## config.mk

```make
export PLATFORM = sky130hd
export DESIGN_NAME = apb_cmd_master
export DESIGN_NICKNAME = d
export VERILOG_FILES = /design/src/rtl/apb_cmd_master.sv
export SDC_FILE = /design/constraint.sdc
export NUM_CORES = 1
export LEC_CHECK = 0
export CORE_AREA = 3 3 105 107
export DETAILED_ROUTE_END_ITERATION = 10
export DIE_AREA = 0 0 108 110
export PLACE_DENSITY = 0.93
export SYNTH_ARGS = -nofsm -noshare
export SYNTH_HDL_FRONTEND = slang
export SYNTH_SLANG_ARGS = --single-unit
```

## constraint.sdc

```tcl
create_clock -name clk -period 3.4 [get_ports clk]
set_clock_uncertainty 0.2 [all_clocks]
set_input_delay 0.51 -clock clk [delete_from_list [all_inputs] [get_ports clk]]
set_output_delay 0.51 -clock clk [all_outputs]
set_load 0.03 [all_outputs]
```

## src/rtl/apb_cmd_master.sv

```systemverilog
// APB master that turns one command into one APB transfer plus one response.
// A stalled slave is abandoned after TIMEOUT wait cycles in ACCESS.
module apb_cmd_master #(
  parameter int unsigned ADDR_WIDTH = 32,
  parameter int unsigned BUS_WIDTH  = 32,
  parameter int unsigned MAX_DIM    = 4,
  parameter int unsigned TIMEOUT    = 255
) (
  input  logic                  clk,
  input  logic                  rst_n,
  input  logic                  cmd_valid,
  output logic                  cmd_ready,
  input  logic                  cmd_write,
  input  logic [ADDR_WIDTH-1:0] cmd_addr,
  input  logic [BUS_WIDTH-1:0]  cmd_wdata,
  input  logic [MAX_DIM-1:0]    cmd_strb,
  output logic                  rsp_valid,
  input  logic                  rsp_ready,
  output logic [BUS_WIDTH-1:0]  rsp_rdata,
  output logic                  rsp_err,
  output logic                  rsp_timeout,
  output logic [ADDR_WIDTH-1:0] paddr,
  output logic                  psel,
  output logic                  penable,
  output logic                  pwrite,
  output logic [BUS_WIDTH-1:0]  pwdata,
  output logic [MAX_DIM-1:0]    pstrb,
  input  logic                  pready,
  input  logic                  pslverr,
  input  logic [BUS_WIDTH-1:0]  prdata
);

  localparam int unsigned CntW = (TIMEOUT > 1) ? $clog2(TIMEOUT + 1) : 1;

  typedef enum logic [1:0] {StIdle, StSetup, StAccess, StResp} state_e;

  state_e                state_q, state_d;
  logic [CntW-1:0]       cnt_q, cnt_d;
  logic                  cmd_ready_q, cmd_ready_d;
  logic                  rsp_valid_q, rsp_valid_d;
  logic [BUS_WIDTH-1:0]  rsp_rdata_q, rsp_rdata_d;
  logic                  rsp_err_q, rsp_err_d;
  logic                  rsp_timeout_q, rsp_timeout_d;
  logic [ADDR_WIDTH-1:0] paddr_q, paddr_d;
  logic                  psel_q, psel_d;
  logic                  penable_q, penable_d;
  logic                  pwrite_q, pwrite_d;
  logic [BUS_WIDTH-1:0]  pwdata_q, pwdata_d;
  logic [MAX_DIM-1:0]    pstrb_q, pstrb_d;

  always_comb begin
    state_d       = state_q;
    cnt_d         = cnt_q;
    cmd_ready_d   = cmd_ready_q;
    rsp_valid_d   = rsp_valid_q;
    rsp_rdata_d   = rsp_rdata_q;
    rsp_err_d     = rsp_err_q;
    rsp_timeout_d = rsp_timeout_q;
    paddr_d       = paddr_q;
    psel_d        = psel_q;
    penable_d     = penable_q;
    pwrite_d      = pwrite_q;
    pwdata_d      = pwdata_q;
    pstrb_d       = pstrb_q;

    unique case (state_q)
      StIdle: begin
        // cmd_ready_q is still low on the first edge after reset release
        cmd_ready_d = 1'b1;
        if (cmd_valid && cmd_ready_q) begin
          state_d     = StSetup;
          cnt_d       = '0;
          cmd_ready_d = 1'b0;
          psel_d      = 1'b1;
          penable_d   = 1'b0;
          paddr_d     = cmd_addr;
          pwrite_d    = cmd_write;
          pwdata_d    = cmd_write ? cmd_wdata : '0;
          pstrb_d     = cmd_write ? cmd_strb  : '0;
        end
      end
      StSetup: begin
        state_d   = StAccess;
        penable_d = 1'b1;
      end
      StAccess: begin
        if (pready) begin
          state_d       = StResp;
          psel_d        = 1'b0;
          penable_d     = 1'b0;
          rsp_valid_d   = 1'b1;
          rsp_rdata_d   = pwrite_q ? '0 : prdata;
          rsp_err_d     = pslverr;
          rsp_timeout_d = 1'b0;
        end else if (cnt_q == CntW'(TIMEOUT)) begin
          state_d       = StResp;
          psel_d        = 1'b0;
          penable_d     = 1'b0;
          rsp_valid_d   = 1'b1;
          rsp_rdata_d   = '0;
          rsp_err_d     = 1'b1;
          rsp_timeout_d = 1'b1;
        end else begin
          cnt_d = cnt_q + CntW'(1);
        end
      end
      StResp: begin
        if (rsp_ready) begin
          state_d     = StIdle;
          rsp_valid_d = 1'b0;
          cmd_ready_d = 1'b1;
        end
      end
      default: state_d = StIdle;
    endcase
  end

  always_ff @(posedge clk) begin
    if (!rst_n) begin
      state_q       <= StIdle;
      cnt_q         <= '0;
      cmd_ready_q   <= 1'b0;
      rsp_valid_q   <= 1'b0;
      rsp_rdata_q   <= '0;
      rsp_err_q     <= 1'b0;
      rsp_timeout_q <= 1'b0;
      paddr_q       <= '0;
      psel_q        <= 1'b0;
      penable_q     <= 1'b0;
      pwrite_q      <= 1'b0;
      pwdata_q      <= '0;
      pstrb_q       <= '0;
    end else begin
      state_q       <= state_d;
      cnt_q         <= cnt_d;
      cmd_ready_q   <= cmd_ready_d;
      rsp_valid_q   <= rsp_valid_d;
      rsp_rdata_q   <= rsp_rdata_d;
      rsp_err_q     <= rsp_err_d;
      rsp_timeout_q <= rsp_timeout_d;
      paddr_q       <= paddr_d;
      psel_q        <= psel_d;
      penable_q     <= penable_d;
      pwrite_q      <= pwrite_d;
      pwdata_q      <= pwdata_d;
      pstrb_q       <= pstrb_d;
    end
  end

  assign cmd_ready   = cmd_ready_q;
  assign rsp_valid   = rsp_valid_q;
  assign rsp_rdata   = rsp_rdata_q;
  assign rsp_err     = rsp_err_q;
  assign rsp_timeout = rsp_timeout_q;
  assign paddr       = paddr_q;
  assign psel        = psel_q;
  assign penable     = penable_q;
  assign pwrite      = pwrite_q;
  assign pwdata      = pwdata_q;
  assign pstrb       = pstrb_q;

endmodule
```

======== Yosys cells after proc, flatten, opt, wreduce, memory -nomap -nowiden ========
Cells that the tools add are included.
W data, S select, Z words.
storage, ports and cells
  flip-flop bits (word level) ............. 117
  logic and storage cells ................. 67
cells by class
  $add $sub $neg .......................... 1
  equality and inequality tests ........... 9
  multiplexer cells ....................... 29
  reductions and logical operators ........ 15
operators by type and width
  operator               number
  $mux W32               4
  $mux W8                3
  $pmux W8 S2            1
  $reduce_and A3 Y1      4
  $mux W1                11
  $add A8 B1 Y8 const B  1
  $eq A8 B8 Y1 const B   1
  $mux W2                4
  $ne A2 B2 Y1 const B   4
  $pmux W2 S4            1
  $reduce_bool A2 Y1     4
  $pmux W1 S2            3
  $reduce_and A2 Y1      3
  $eq A2 B2 Y1 const B   2
  $mux W4                1
  $reduce_and A4 Y1      1
  $ne A3 B3 Y1 const B   1
  $pmux W1 S3            1
  $reduce_bool A3 Y1     1
  $eq A2 B1 Y1 const B   1
  $logic_not A2 Y1       1
  $logic_and A1 B1 Y1    1

======== Logic depth before layout (Yosys ltp) ========
  depth in word-level cells ............... 4
  mapped depth ............................ 8
  gate-level depth less buffers ........... 6

======== Worst setup path after synthesis ========
Ideal clock, no wire load.
  path kind ............................... reg-to-reg
  from .................................... register state_q[0]
  to ...................................... register cnt_q[5]
  arrival time ............................ 1.529 ns
  slack ................................... 1.598 ns
  stages on the path, launching flop included .. 8
  clock period less this slack ............ 1.802 ns
  path through ............................ dfxtp_1 inv_1 ha_1 buf_6 nand4_1 o211ai_2 or4_1 a21oi_1
between the ends
  word-level cells in the longest chain between the ends .. 3
  elaborated cells between the ends (all ways) .. 8
  classes of those cells .................. eq/ne: 4; mux: 1; reduce/logical: 3
ends and longest elaborated chain
  what                                                                 line  source
  start: declaration                                                   37    state_e state_q, state_d;
  start signal: assignment                                             120   state_q <= StIdle;
  start signal: assignment                                             134   state_q <= state_d;
  $eq A2 B2 Y1 or $logic_not A2 Y1 (tied branches)                     66    unique case (state_q)
  $ne A2 B2 Y1 (no source line) or $reduce_bool A2 Y1 (tied branches)  --
  $reduce_and A4 Y1 (no source line)                                   --
  end signal: assignment                                               135   cnt_q <= cnt_d;
  end: declaration                                                     38    logic [CntW-1:0] cnt_q, cnt_d;
Parallel ways exist; a longest one is shown, timed or not.
A chain may end at the register's enable or synchronous reset.

======== Final worst setup path ========
  from .................................... register cmd_ready_q, in the netlist cmd_ready
  to ...................................... output cmd_ready
RTL lines
  what                      line  source
  start: declaration        39    logic cmd_ready_q, cmd_ready_d;
  start signal: assignment  136   cmd_ready_q <= cmd_ready_d;
  end: declaration          12    output logic cmd_ready,
No word-level cell between the ends.

==> flow_summary.yaml <==
finish:
  final_nets: 787
  syn2layout_area_growth_pct: 61.60
  final_common_cell: "clkdlybuf4s50_1"
  drive_gt1_share_pct: 7.849
  utilization_pct: 70.87
  mostFrequentLayoutCells: "212 x clkdlybuf4s50_1, 117 x dfxtp_1, 113 x nand2_1, 71 x a21boi_0, 39 x nand3_1"
  n_antenna_cell: 0
timing:
  timing.slew.headroom_pct: 54.43
  worst_pin_slew_ns: 0.6765
  fin_crit_ns: 2.400
  timing.final.max_slew_violations: 0
  clock.fmax_mhz: 416.6
  grt_setup_unrepaired: "false"
  hold_violations: 0
  setup_ws_ns: 0.9998
  setup_viol: 0
  totalNegativeSetupSlack_ns: 0
  layout_worst_path_cycle_share_pct: 70.60
synthesis:
  synth_nets: 584
  synth_area_per_cell_um2: 9.506
  synth_cell_types: 43
  post_synth_inst_count: 472
  yosysTopAreaCellShare_pct: 52.20
  yosys_register_bits: 117
  ys_async_sr_fraction_pct: 0
  synthFlopType: "dfxtp_1"
  synth-seq-area-share_pct: 52.20
  synth.largest_area_cell: "dfxtp_1"
  area_of_the_mapped_netlist_um2: 4487
  biggest_area_contributors_in_the_synthesized_netlist: "dfxtp_1 52%, a21boi_0 12%, nand2_1 9.5%"
  ys.warnings.count: 0
  synth-edff-count: 0
worst_setup_path:
  crit_path_top_delay_cell: "clkdlybuf4s50_1"
  reg_to_reg_start: "state_q[0]"
  start_kind: "flip-flop"
  crit_path_cell_trace: "clkdlybuf4s50_1"
  cp.buffers_inverters: 1
  crit_family: "buffers and inverters"
  worst-endpoint-required_ns: 2.69
  worst-setup-path-type: "flip-flop to output pin"
  crit_path_end_kind: "output pin"
  critPathMaxFanout: 6
  critical_path_arrival_ns: 1.69
  worst_r2r_path_depth: 6
  timing.critical_path.slowest_cell_delay_ns: 0.75
  regToRegEndpoint: "rsp_rdata[8]"
  reg2reg_slack_ns: 1.11
drt:
  drt_pass1_iterations: 5
  drc_violations_left: 0
  drt-vias-per-instance: 5.172
  drt_iter0_markers: 282
  final_antenna_net_count: 0
  finalWirelength_um: 13280
  wl_per_cell_um: 16.12
  dr_total_vias: 4262
global_route:
  grt_start_max_net_pins: 56
  globalRoute.totalOverflow: 0
  first_global_vias: 4178
  grt_first_pass_wirelength_um: 20290
  initial_antenna_violation_count: 0
  grt.total_usage_pct: 21.46
placed_design:
  dpl.hpwl_um: 9301
  port_buffers: 213
  pre_cts_ws_ns: 0.8848
  finalWeightedCongestion: 0.7598
power:
  worst_ir_drop_vdd_uv: 337.1
  total_power_uw: 4754
  power.density_nw_per_um2: 655.7
  power.static_leakage_uw: 0.002594
clock_network:
  cts_resized: 0
  cts_buffer_depth: 2
  ctsHtreeMaxLevel: 4
  cts_stage_hold_buffer_count: 0
  post_cts_buffers: 0
  cts-buffers-inserted: 17
  tritoncts: "yes"
  cts_root_buf: "clkbuf_8"
  clkSlewWorstSetupHoldPaths_ns: 0.05
  clock_sinks: 117
  clk-insertion-delay-late_ns: 0.49
die:
  die_area_um2: 11880
  initial_utilization_pct: 43.85
  pin_count: 214
  fp.dieW_um: 108
  fp-row-count: 37
  floorplan.die.height_um: 110
  core_area_um2: 10230
min_path:
  worst_hold_path_ep: "pwdata[25]"
  timing.hold.worst.start: "pwdata[25]"
  worst_hold_path_type: "flip-flop to flip-flop"
  min_delay_path_depth: 2
run:
  cap_violations: 0
status:
  outcome: "completed"
[cells by family (layout without fill, tap and decap cells)]
family                     after synthesis  in the layout  synth area share [%]
AOI/OAI and AO/OA                      129            129                 22.92
adders and majority gates                5              5                 1.394
buffers and inverters                   39            255                 4.629
DFF                                    117            117                 52.20
muxes                                    4              4                0.8924
and+or+nand+nor                        178            178                 17.96
[flip-flops by register name (all words and copies together) (netlist names), 2 cells and up]
name,cells
paddr,32
pwdata,32
rsp_rdata,32
cnt_q,8
pstrb,4
state_q,2
[final cells by class]
type | instances | area [µm²]
multi-input cells | 316 | 1943
clock buffers | 19 | 421.7
repair buffers | 220 | 2180
well taps | 136 | 170.2
fillers | 740 | 2980
inverters | 3 | 11.26
flip-flops and latches | 117 | 2342
clock inverters | 13 | 182.7
[how the worst max path moves through the flow]
stage / from / end / slack, ns / depth (start not counted)
global route: cmd_ready / cmd_ready / 0.93 / 1
floorplan: state_q[0] / cnt_q[5] / 1.60 / 7
CTS: cmd_ready / cmd_ready / 0.97 / 1
finish: cmd_ready / cmd_ready / 1.0 / 1
detailed placement: cmd_valid / pwdata[0] / 0.88 / 5
global placement: cmd_valid / pwdata[31] / 0.96 / 5
[routing by layer]
layer	up-vias	part of all wire (%)	global-route usage, %
li1	2053	-	-
met1	1983	40	24.57
met2	198	50	37.39
met3	28	7.7	6.348
met4	0	2.9	9.197
met5	-	0	0
[where the power goes]
part           switching (µW)  total [µW]  internal (µW)
Combinational             768        1320            553
Clock                     616        1800           1190
Sequential                100        1630           1530
[tightest hold or removal path, stage by stage, from the launching register on]
cell and delay [ns]:
dfxtp_1 0.30, nand2_1 0.04, a21boi_0 0.06
[cell usage after synthesis, types with 2 or more instances]
| cell type | number |
|---|---|
| or3_1 | 4 |
| a21boi_0 | 71 |
| buf_2 | 11 |
| a22o_1 | 32 |
| o31ai_1 | 2 |
| or4_1 | 2 |
| nand3_1 | 39 |
| o221a_2 | 3 |
| mux2i_1 | 4 |
| dfxtp_1 | 117 |
| clkbuf_1 | 18 |
| nand4_1 | 4 |
| a21oi_1 | 6 |
| nor2_1 | 4 |
| inv_1 | 3 |
| buf_6 | 5 |
| o21ai_0 | 5 |
| ha_1 | 5 |
| nand2_1 | 113 |
[stage by stage]
stage          cells  area [µm²]  hold slack (ns)
2_1_floorplan    472        4487           0.2663
3_3_place_gp     792        6646           0.2463
3_5_place_dp     792        6646           0.2552
4_1_cts          824        7251           0.2633
5_1_grt          824        7251           0.2754
6_report         824        7251           0.2591
Note: power is estimated with default switching activity, not from simulation.
